**src/rtl/mux8_rr_scheduler.sv**
```systemverilog
// Round-robin burst scheduler for a shared 8:1 mux: drives the registered select,
// one-hot grant and valid flag. Each grant is held for up to MAX_BURST cycles.
module mux8_rr_scheduler #(
  parameter int unsigned MAX_BURST = 4,
  parameter int unsigned CNT_W     = 4
) (
  input  logic             clk,
  input  logic             rst_n,
  input  logic [7:0]       req,
  input  logic             en,
  output logic [2:0]       sel,
  output logic [7:0]       gnt,
  output logic             sel_valid,
  output logic             burst_last,
  output logic             o_dbg_state,
  output logic [CNT_W-1:0] o_dbg_cnt,
  output logic [2:0]       o_dbg_ptr
);

  typedef enum logic [0:0] {
    ST_IDLE = 1'b0,
    ST_HOLD = 1'b1
  } state_t;

  state_t           r_state;
  logic [2:0]       r_sel;
  logic [7:0]       r_gnt;
  logic             r_valid;
  logic [CNT_W-1:0] r_cnt;
  logic [2:0]       r_ptr;

  logic [2:0]       w_base;
  logic [2:0]       w_win;
  logic             w_found;
  logic             w_cnt_max;
  logic             w_release;

  // Round-robin scan: first set request starting at base, wrapping 7->0.
  function automatic logic [3:0] rr_pick(input logic [7:0] r, input logic [2:0] base);
    logic [2:0] idx;
    logic       found;
    logic [3:0] res;
    found = 1'b0;
    res   = 4'd0;
    for (int i = 0; i < 8; i++) begin
      idx = base + 3'(i);
      if (!found && r[idx]) begin
        found = 1'b1;
        res   = {1'b1, idx};
      end
    end
    return res;
  endfunction

  assign w_cnt_max = (r_cnt == CNT_W'(MAX_BURST));
  assign w_release = (r_state == ST_HOLD) && (!req[r_sel] || w_cnt_max);

  // On release the pointer moves past the releasing source in the same cycle,
  // so the arbiter scans from sel+1 instead of the stored pointer.
  assign w_base = (r_state == ST_HOLD) ? (r_sel + 3'd1) : r_ptr;

  always_comb begin
    logic [3:0] w_pick;
    w_pick  = rr_pick(req, w_base);
    w_found = w_pick[3];
    w_win   = w_pick[2:0];
  end

  always_ff @(posedge clk or negedge rst_n) begin
    if (!rst_n) begin
      r_state <= ST_IDLE;
      r_sel   <= 3'd0;
      r_gnt   <= 8'd0;
      r_valid <= 1'b0;
      r_cnt   <= '0;
      r_ptr   <= 3'd0;
    end else begin
      case (r_state)
        ST_IDLE: begin
          if (en && w_found) begin
            r_state <= ST_HOLD;
            r_sel   <= w_win;
            r_gnt   <= 8'd1 << w_win;
            r_valid <= 1'b1;
            r_cnt   <= CNT_W'(1);
          end
        end
        ST_HOLD: begin
          if (w_release) begin
            r_ptr <= r_sel + 3'd1;
            if (en && w_found) begin
              r_sel   <= w_win;
              r_gnt   <= 8'd1 << w_win;
              r_valid <= 1'b1;
              r_cnt   <= CNT_W'(1);
            end else begin
              r_state <= ST_IDLE;
              r_gnt   <= 8'd0;
              r_valid <= 1'b0;
            end
          end else begin
            r_cnt <= r_cnt + CNT_W'(1);
          end
        end
        default: begin
          r_state <= ST_IDLE;
          r_gnt   <= 8'd0;
          r_valid <= 1'b0;
        end
      endcase
    end
  end

  assign sel         = r_sel;
  assign gnt         = r_gnt;
  assign sel_valid   = r_valid;
  assign burst_last  = r_valid && w_cnt_max;
  assign o_dbg_state = r_state;
  assign o_dbg_cnt   = r_cnt;
  assign o_dbg_ptr   = r_ptr;

endmodule
```
**config.mk**
```make
export PLATFORM = sky130hd
export DESIGN_NAME = mux8_rr_scheduler
export DESIGN_NICKNAME = d
export VERILOG_FILES = /design/src/rtl/mux8_rr_scheduler.sv
export SDC_FILE = /design/constraint.sdc
export NUM_CORES = 1
export LEC_CHECK = 0
export BUFFER_PORTS_ARGS = -buffer_cell sky130_fd_sc_hd__buf_2
export CELL_PAD_IN_SITES_DETAIL_PLACEMENT = 1
export CELL_PAD_IN_SITES_GLOBAL_PLACEMENT = 1
export CORE_AREA = 2 2 61 120
export CTS_CLUSTER_SIZE = 24
export DETAILED_ROUTE_END_ITERATION = 16
export DIE_AREA = 0 0 63 122
export GPL_TIMING_DRIVEN = 0
export HOLD_SLACK_MARGIN = 0.15
export PLACE_DENSITY = 0.67
export SYNTH_ARGS = -nofsm -noshare
export SYNTH_HDL_FRONTEND = slang
export SYNTH_SLANG_ARGS = --single-unit
```
**constraint.sdc**
```tcl
create_clock -name clk -period 4 [get_ports clk]
set_clock_uncertainty 0.1 [all_clocks]
set_input_delay 0.8 -clock clk [delete_from_list [all_inputs] [get_ports clk]]
set_output_delay 0.8 -clock clk [all_outputs]
set_load 0.05 [all_outputs]
```
**Word level (Yosys, flattened, before mapping)**

Index checks and enable logic that the tools add are counted.
Widths: inputs -> output; s select.

- Magnitude comparators: 9
- Multiply operators: 0
- $add $sub $neg: 9
- Bitwise operators: 1
- Divide/modulo/power cells: 0
- Shifts and indexed selects: 1
- Reduce and logical (&&, ||, !) cells: 21
- Multiplexer cells: 50
- Eq/ne operators: 3

Operator list:

| cell | number |
|---|---|
| $mux 4 | 10 |
| $lt 3x4->1 const B | 9 |
| $bmux 1 s3 | 9 |
| $mux 8 | 3 |
| $mux 1 | 20 |
| $pmux 8 s2 | 1 |
| $add 3x3->3 const B | 4 |
| $logic_and 1x1->1 | 10 |
| $mux 3 | 3 |
| $logic_not 1->1 | 8 |
| $pmux 4 s2 | 1 |
| $shl 1x3->8 const A | 1 |
| $add 3x1->3 const B | 2 |
| $add 3x2->3 const B | 2 |
| $pmux 3 s2 | 1 |
| $add 4x1->4 const B | 1 |
| $eq 4x3->1 const B | 1 |
| $pmux 1 s2 | 2 |
| $reduce_and 2->1 | 2 |
| $ne 2x1->1 const B | 1 |
| $ne 2x2->1 const B | 1 |
| $logic_or 1x1->1 | 1 |
| $not 1->1 | 1 |

- Word-level logic and storage cells: 100
- Memory bits (read-only): 0
- Input bits: 11
- Register bits: 20
- RAM bits: 0
- Memories kept: 0
- Bits in latches: 0

**Longest topological paths before layout**

- Depth after elaboration: 30
- Mapped depth: 14

**Least setup slack after synthesis**

No wires, ideal clock.

- Path type: flip-flop to flip-flop
- Start point: register r_sel[1], in the netlist sel[1]
- End point: register r_gnt[0], in the netlist gnt[0]
- Setup slack: -204 ps
- Period minus slack after synthesis: 4204 ps
- Data arrival time: 3982 ps
- Setup time: 122 ps
- Stages on the path, launching flop included: 13
- Buffers on the path: 1
- Cells stage by stage: dfrtp_1 ha_1 mux2_2 clkbuf_1 ha_1 a211oi_1 or2_1 mux2_2 or2_2 or4b_4 o211ai_4 nor2_2 a32o_1

- Word-level cells in the longest chain between the ends: 30
- Elaborated cells between the ends (all ways): 68

RTL lines:

| what | RTL line | text |
|---|---|---|
| start: declaration | 26 | `logic [2:0] r_sel;` |
| start signal: assignment | 82 | `r_sel <= w_win;` |
| start signal: assignment | 92 | `r_sel <= w_win;` |
| branches (longest 30 deep; another with $add 3x1->3) | n/a |  |
| end signal: assignment | 83 | `r_gnt <= 8'd1 << w_win;` |
| end signal: assignment | 93 | `r_gnt <= 8'd1 << w_win;` |
| end: declaration | 27 | `logic [7:0] r_gnt;` |

Parallel ways; which one is timed is not known. The select of a mux whose other input is x is not followed.
A chain may end at the register's enable or synchronous reset.

**Worst setup path after layout**

- Start point: register r_state, in the netlist o_dbg_state
- End point: register r_gnt[6], in the netlist gnt[6]

- Word-level cells in the longest chain between the ends: 29
- Elaborated cells between the ends (all ways): 64

RTL lines:

| what | RTL line | text |
|---|---|---|
| start: declaration | 25 | `state_t r_state;` |
| start signal: assignment | 71 | `r_state <= ST_IDLE;` |
| start signal: assignment | 81 | `r_state <= ST_HOLD;` |
| start signal: assignment | 97 | `r_state <= ST_IDLE;` |
| branches (longest 29 deep; another with $add 3x1->3) | n/a |  |

Parallel ways; which one is timed is not known. The select of a mux whose other input is x is not followed.

==> out/metrics.cfg <==
[status]
outcome = complete, no violations

[routing]
postRouteWirelength_mm = 6.738
drt.antenna.violating_nets = 0
detailedRoute.firstIterationViolations = 115
via_per_inst = 5.752
drc = 0
routed_wire_length_per_instance_microns = 18.56
dr.pass1.iters = 4
dr_total_vias = 2088

[global_routing]
groute.usage.overall = 0.1725
grt_max_degree = 21
total_congestion_overflow_after_global_routing = 0
grt_pass1_wl_mm = 10.71
first_global_vias = 2097
grt_antenna_before_repair = 0

[worst_setup_path]
critical_path_end_type = register
timing.critical_path.max_delay_family = simple AND/OR/NAND/NOR gates
arrival_ns = 3.91
critPathMaxFanout = 10
count_of_buffer_and_inverter_cells_on_the_critical_path = 4
rr_startpoint = o_dbg_state$_DFF_PN0_
critPathLaunch = o_dbg_state$_DFF_PN0_
critical_path.slowest_cell = sky130_fd_sc_hd__or4b_4
crit_path_cell_trace = buf_6, mux2_4, buf_8, ha_4, inv_1, a211oi_4, or2_4, buf_4, a21oi_1, nand4_1, or4b_4, a211o_1, nand4_1, o32ai_1
r2r.worst_path.cells = 14
max_stage_delay_ns = 0.61
critical_path_class = reg -> reg
regToRegEndpoint = gnt[6]$_DFFE_PN0P_
timing.critical_path.from_type = register
reg2reg_slack_ns = 0.11
critPathMostFrequentCell = sky130_fd_sc_hd__nand4_1
worstPathRequired_ns = 4.02

[logic_synthesis]
ys_seq_elements = 20
synth_async_sr_flop_share = 1.000
netlist_instances = 232
yosysUniqueCellTypes = 59
seq_area_frac_synth = 0.2561
avgSynthCellArea_sq_um = 8.424
syn_nets = 248
synth_top_flop_cell = sky130_fd_sc_hd__dfrtp_1
synth-edff-count = 0
synth_area_sq_um = 1954
ys_warn_count = 0

[floorplanning]
die_extent_in_x_microns = 63
rows = 43
initial_core_util = 0.2860
die_area_sq_um = 7686
ios = 32
floorplan.core_area_sq_um = 6833
chipHeight_microns = 122

[clock_tree]
cts_htree_levels = 1
cts_sinks = 20
cts.path.max_buffers = 2
cts_buffers = 3
holdBufCountCts = 0
ctsRootBufferMaster = sky130_fd_sc_hd__clkbuf_16
insertion_delay_ns = 0.25
cts_tree = done
clk_transition_reported_paths_ns = 0.06

[job]
max_cap_viol_count = 0

[sta]
slew_headroom = 0.5491
post-route-min-period_ns = 3.894
rsz_0062_raised_after_global_routing = no
tightestPinTransition_ns = 0.6576
fmax_ghz = 0.2568
period_share = 0.9734
slew_violations = 0
final-setup-viol-count = 0
finalHoldViolations = 0
fin_hold_ws_ns = 0.3862
layout_setup_ws_ns = 0.1063
fin_tns_setup_ns = 0

[worst_hold_path]
min-delay-start = gnt[2]$_DFFE_PN0P_
min-delay-path-class = reg -> reg
worst_hold_path.endpoint = gnt[2]$_DFFE_PN0P_
worstHoldPathCells = 1

[place]
placed_area_sq_um = 2233
place.port_buffers = 31
post-dp-hpwl_mm = 5.258
place_ws_ns = -0.6056
globalplace.congestion = 0.8572

[cells_and_area]
final_nets = 290
final_cell_mix = sky130_fd_sc_hd__buf_2, sky130_fd_sc_hd__nand2_1, sky130_fd_sc_hd__nand3_1
syn2layout_area_growth_pct = 27.02
layout-drive-gt1-share = 0.2967
antenna_cells = 0
layout_commonest_cell = sky130_fd_sc_hd__buf_2
post-route-cell-area_sq_um = 2482

==> synthesized netlist by cell type, types with 2 or more instances <==
cell type                   instances  share of area
sky130_fd_sc_hd__a32o_1             4          0.020
sky130_fd_sc_hd__nand3_1           19          0.049
sky130_fd_sc_hd__o31ai_1            3          0.012
sky130_fd_sc_hd__nand2b_1           3         0.0096
sky130_fd_sc_hd__o21ai_0           15          0.038
sky130_fd_sc_hd__mux2_2             4          0.023
sky130_fd_sc_hd__dfrtp_1           20           0.26
sky130_fd_sc_hd__ha_1               5          0.032
sky130_fd_sc_hd__mux2i_1            6          0.031
sky130_fd_sc_hd__and4_1             2         0.0090
sky130_fd_sc_hd__and3_1             4          0.013
sky130_fd_sc_hd__nand2_1           23          0.044
sky130_fd_sc_hd__o2bb2ai_1          2         0.0090
sky130_fd_sc_hd__o22ai_1            2         0.0064
sky130_fd_sc_hd__a211oi_1           8          0.031
sky130_fd_sc_hd__a21o_1             5          0.019
sky130_fd_sc_hd__xnor2_1            4          0.018
sky130_fd_sc_hd__a211o_1            4          0.018
sky130_fd_sc_hd__nand4_1            4          0.013
sky130_fd_sc_hd__or2_2              2         0.0064
sky130_fd_sc_hd__o32ai_1            2         0.0090
sky130_fd_sc_hd__a31oi_1            2         0.0064
sky130_fd_sc_hd__a21oi_1           17          0.044
sky130_fd_sc_hd__o211ai_1           2         0.0077
sky130_fd_sc_hd__and2_1             4          0.013
sky130_fd_sc_hd__nor2_1            12          0.023
sky130_fd_sc_hd__mux4_2             5          0.058
sky130_fd_sc_hd__o21a_1             3          0.012
sky130_fd_sc_hd__clkbuf_1           4         0.0077
sky130_fd_sc_hd__xor2_1             2         0.0090
sky130_fd_sc_hd__inv_1             12          0.023
==> worst register-to-register path, delay by kind of cell, from the launching register on <==
family | cells | cell delay [ns]
multiplexers | 1 | 0.37
adder cells (fa/ha/maj) | 1 | 0.17
buffers and inverters | 4 | 0.60
AO/OA/AOI/OAI | 4 | 0.84
flip-flops | 1 | 0.42
AND/OR/NAND/NOR | 4 | 1.27
==> per-stage QoR <==
step             util  std cells
3_5_place_dp   0.3269        353
6_report       0.3633        363
5_1_grt        0.3633        363
2_1_floorplan       -        232
4_1_cts        0.3512        360
3_3_place_gp   0.3269        353
==> registers in the layout (all words and copies together), names as in the netlist <==
name / flops
o_dbg_ptr: 3
o_dbg_state: 1
o_dbg_cnt: 4
gnt: 8
sel_valid: 1
sel: 3
==> routing by layer <==
layer  vias up  GRT usage  share of wire
met3         8    0.01847          0.029
met1      1047     0.2320           0.45
met4         0    0.02917          0.019
met5         -          0              0
met2        51     0.2999           0.50
li1        982          -              -
==> how the worst max path moves through the flow <==
| stage | endpoint | slack, ns | cells past startpoint |
|---|---|---|---|
| 3_3_place_gp | gnt[1]$_DFFE_PN0P_ | -0.45 | 14 |
| 4_1_cts | gnt[1]$_DFFE_PN0P_ | 0.003 | 12 |
| 3_5_place_dp | gnt[1]$_DFFE_PN0P_ | -0.61 | 14 |
| 6_report | gnt[6]$_DFFE_PN0P_ | 0.11 | 14 |
| 5_1_grt | gnt[6]$_DFFE_PN0P_ | 0.01 | 13 |
| 2_1_floorplan | gnt[0]$_DFFE_PN0P_ | 0.04 | 14 |
==> kinds of logic after synthesis <==
| kind of cell | share of synthesized area |
|---|---|
| adder cells (fa/ha/maj) | 0.03201 |
| flip-flops | 0.2561 |
| XOR/XNOR | 0.02689 |
| multiplexers | 0.1114 |
| AO/OA/AOI/OAI | 0.3144 |
| AND/OR/NAND/NOR | 0.2222 |
| buffers and inverters | 0.03713 |
==> cell type report <==
cell class | count | area [sq um]
sequential | 20 | 505.5
inverter | 12 | 48.80
buffer | 4 | 35.03
fill | 841 | 4350
clock buffer | 4 | 78.83
multi-input combinational | 194 | 1486
timing repair buffer | 39 | 215.2
tap | 90 | 112.6
==> timing repair <==
item                                    CTS  global route
resized for setup                        14            14
endpoints found under the hold margin     0             0
endpoints found under the setup margin   17            15
pin swaps                                 5             7
setup buffers                             5             3
Power is left out: the tool's default activity adds up to more than one toggle a clock period on the data nets, which glitch-free logic cannot reach.
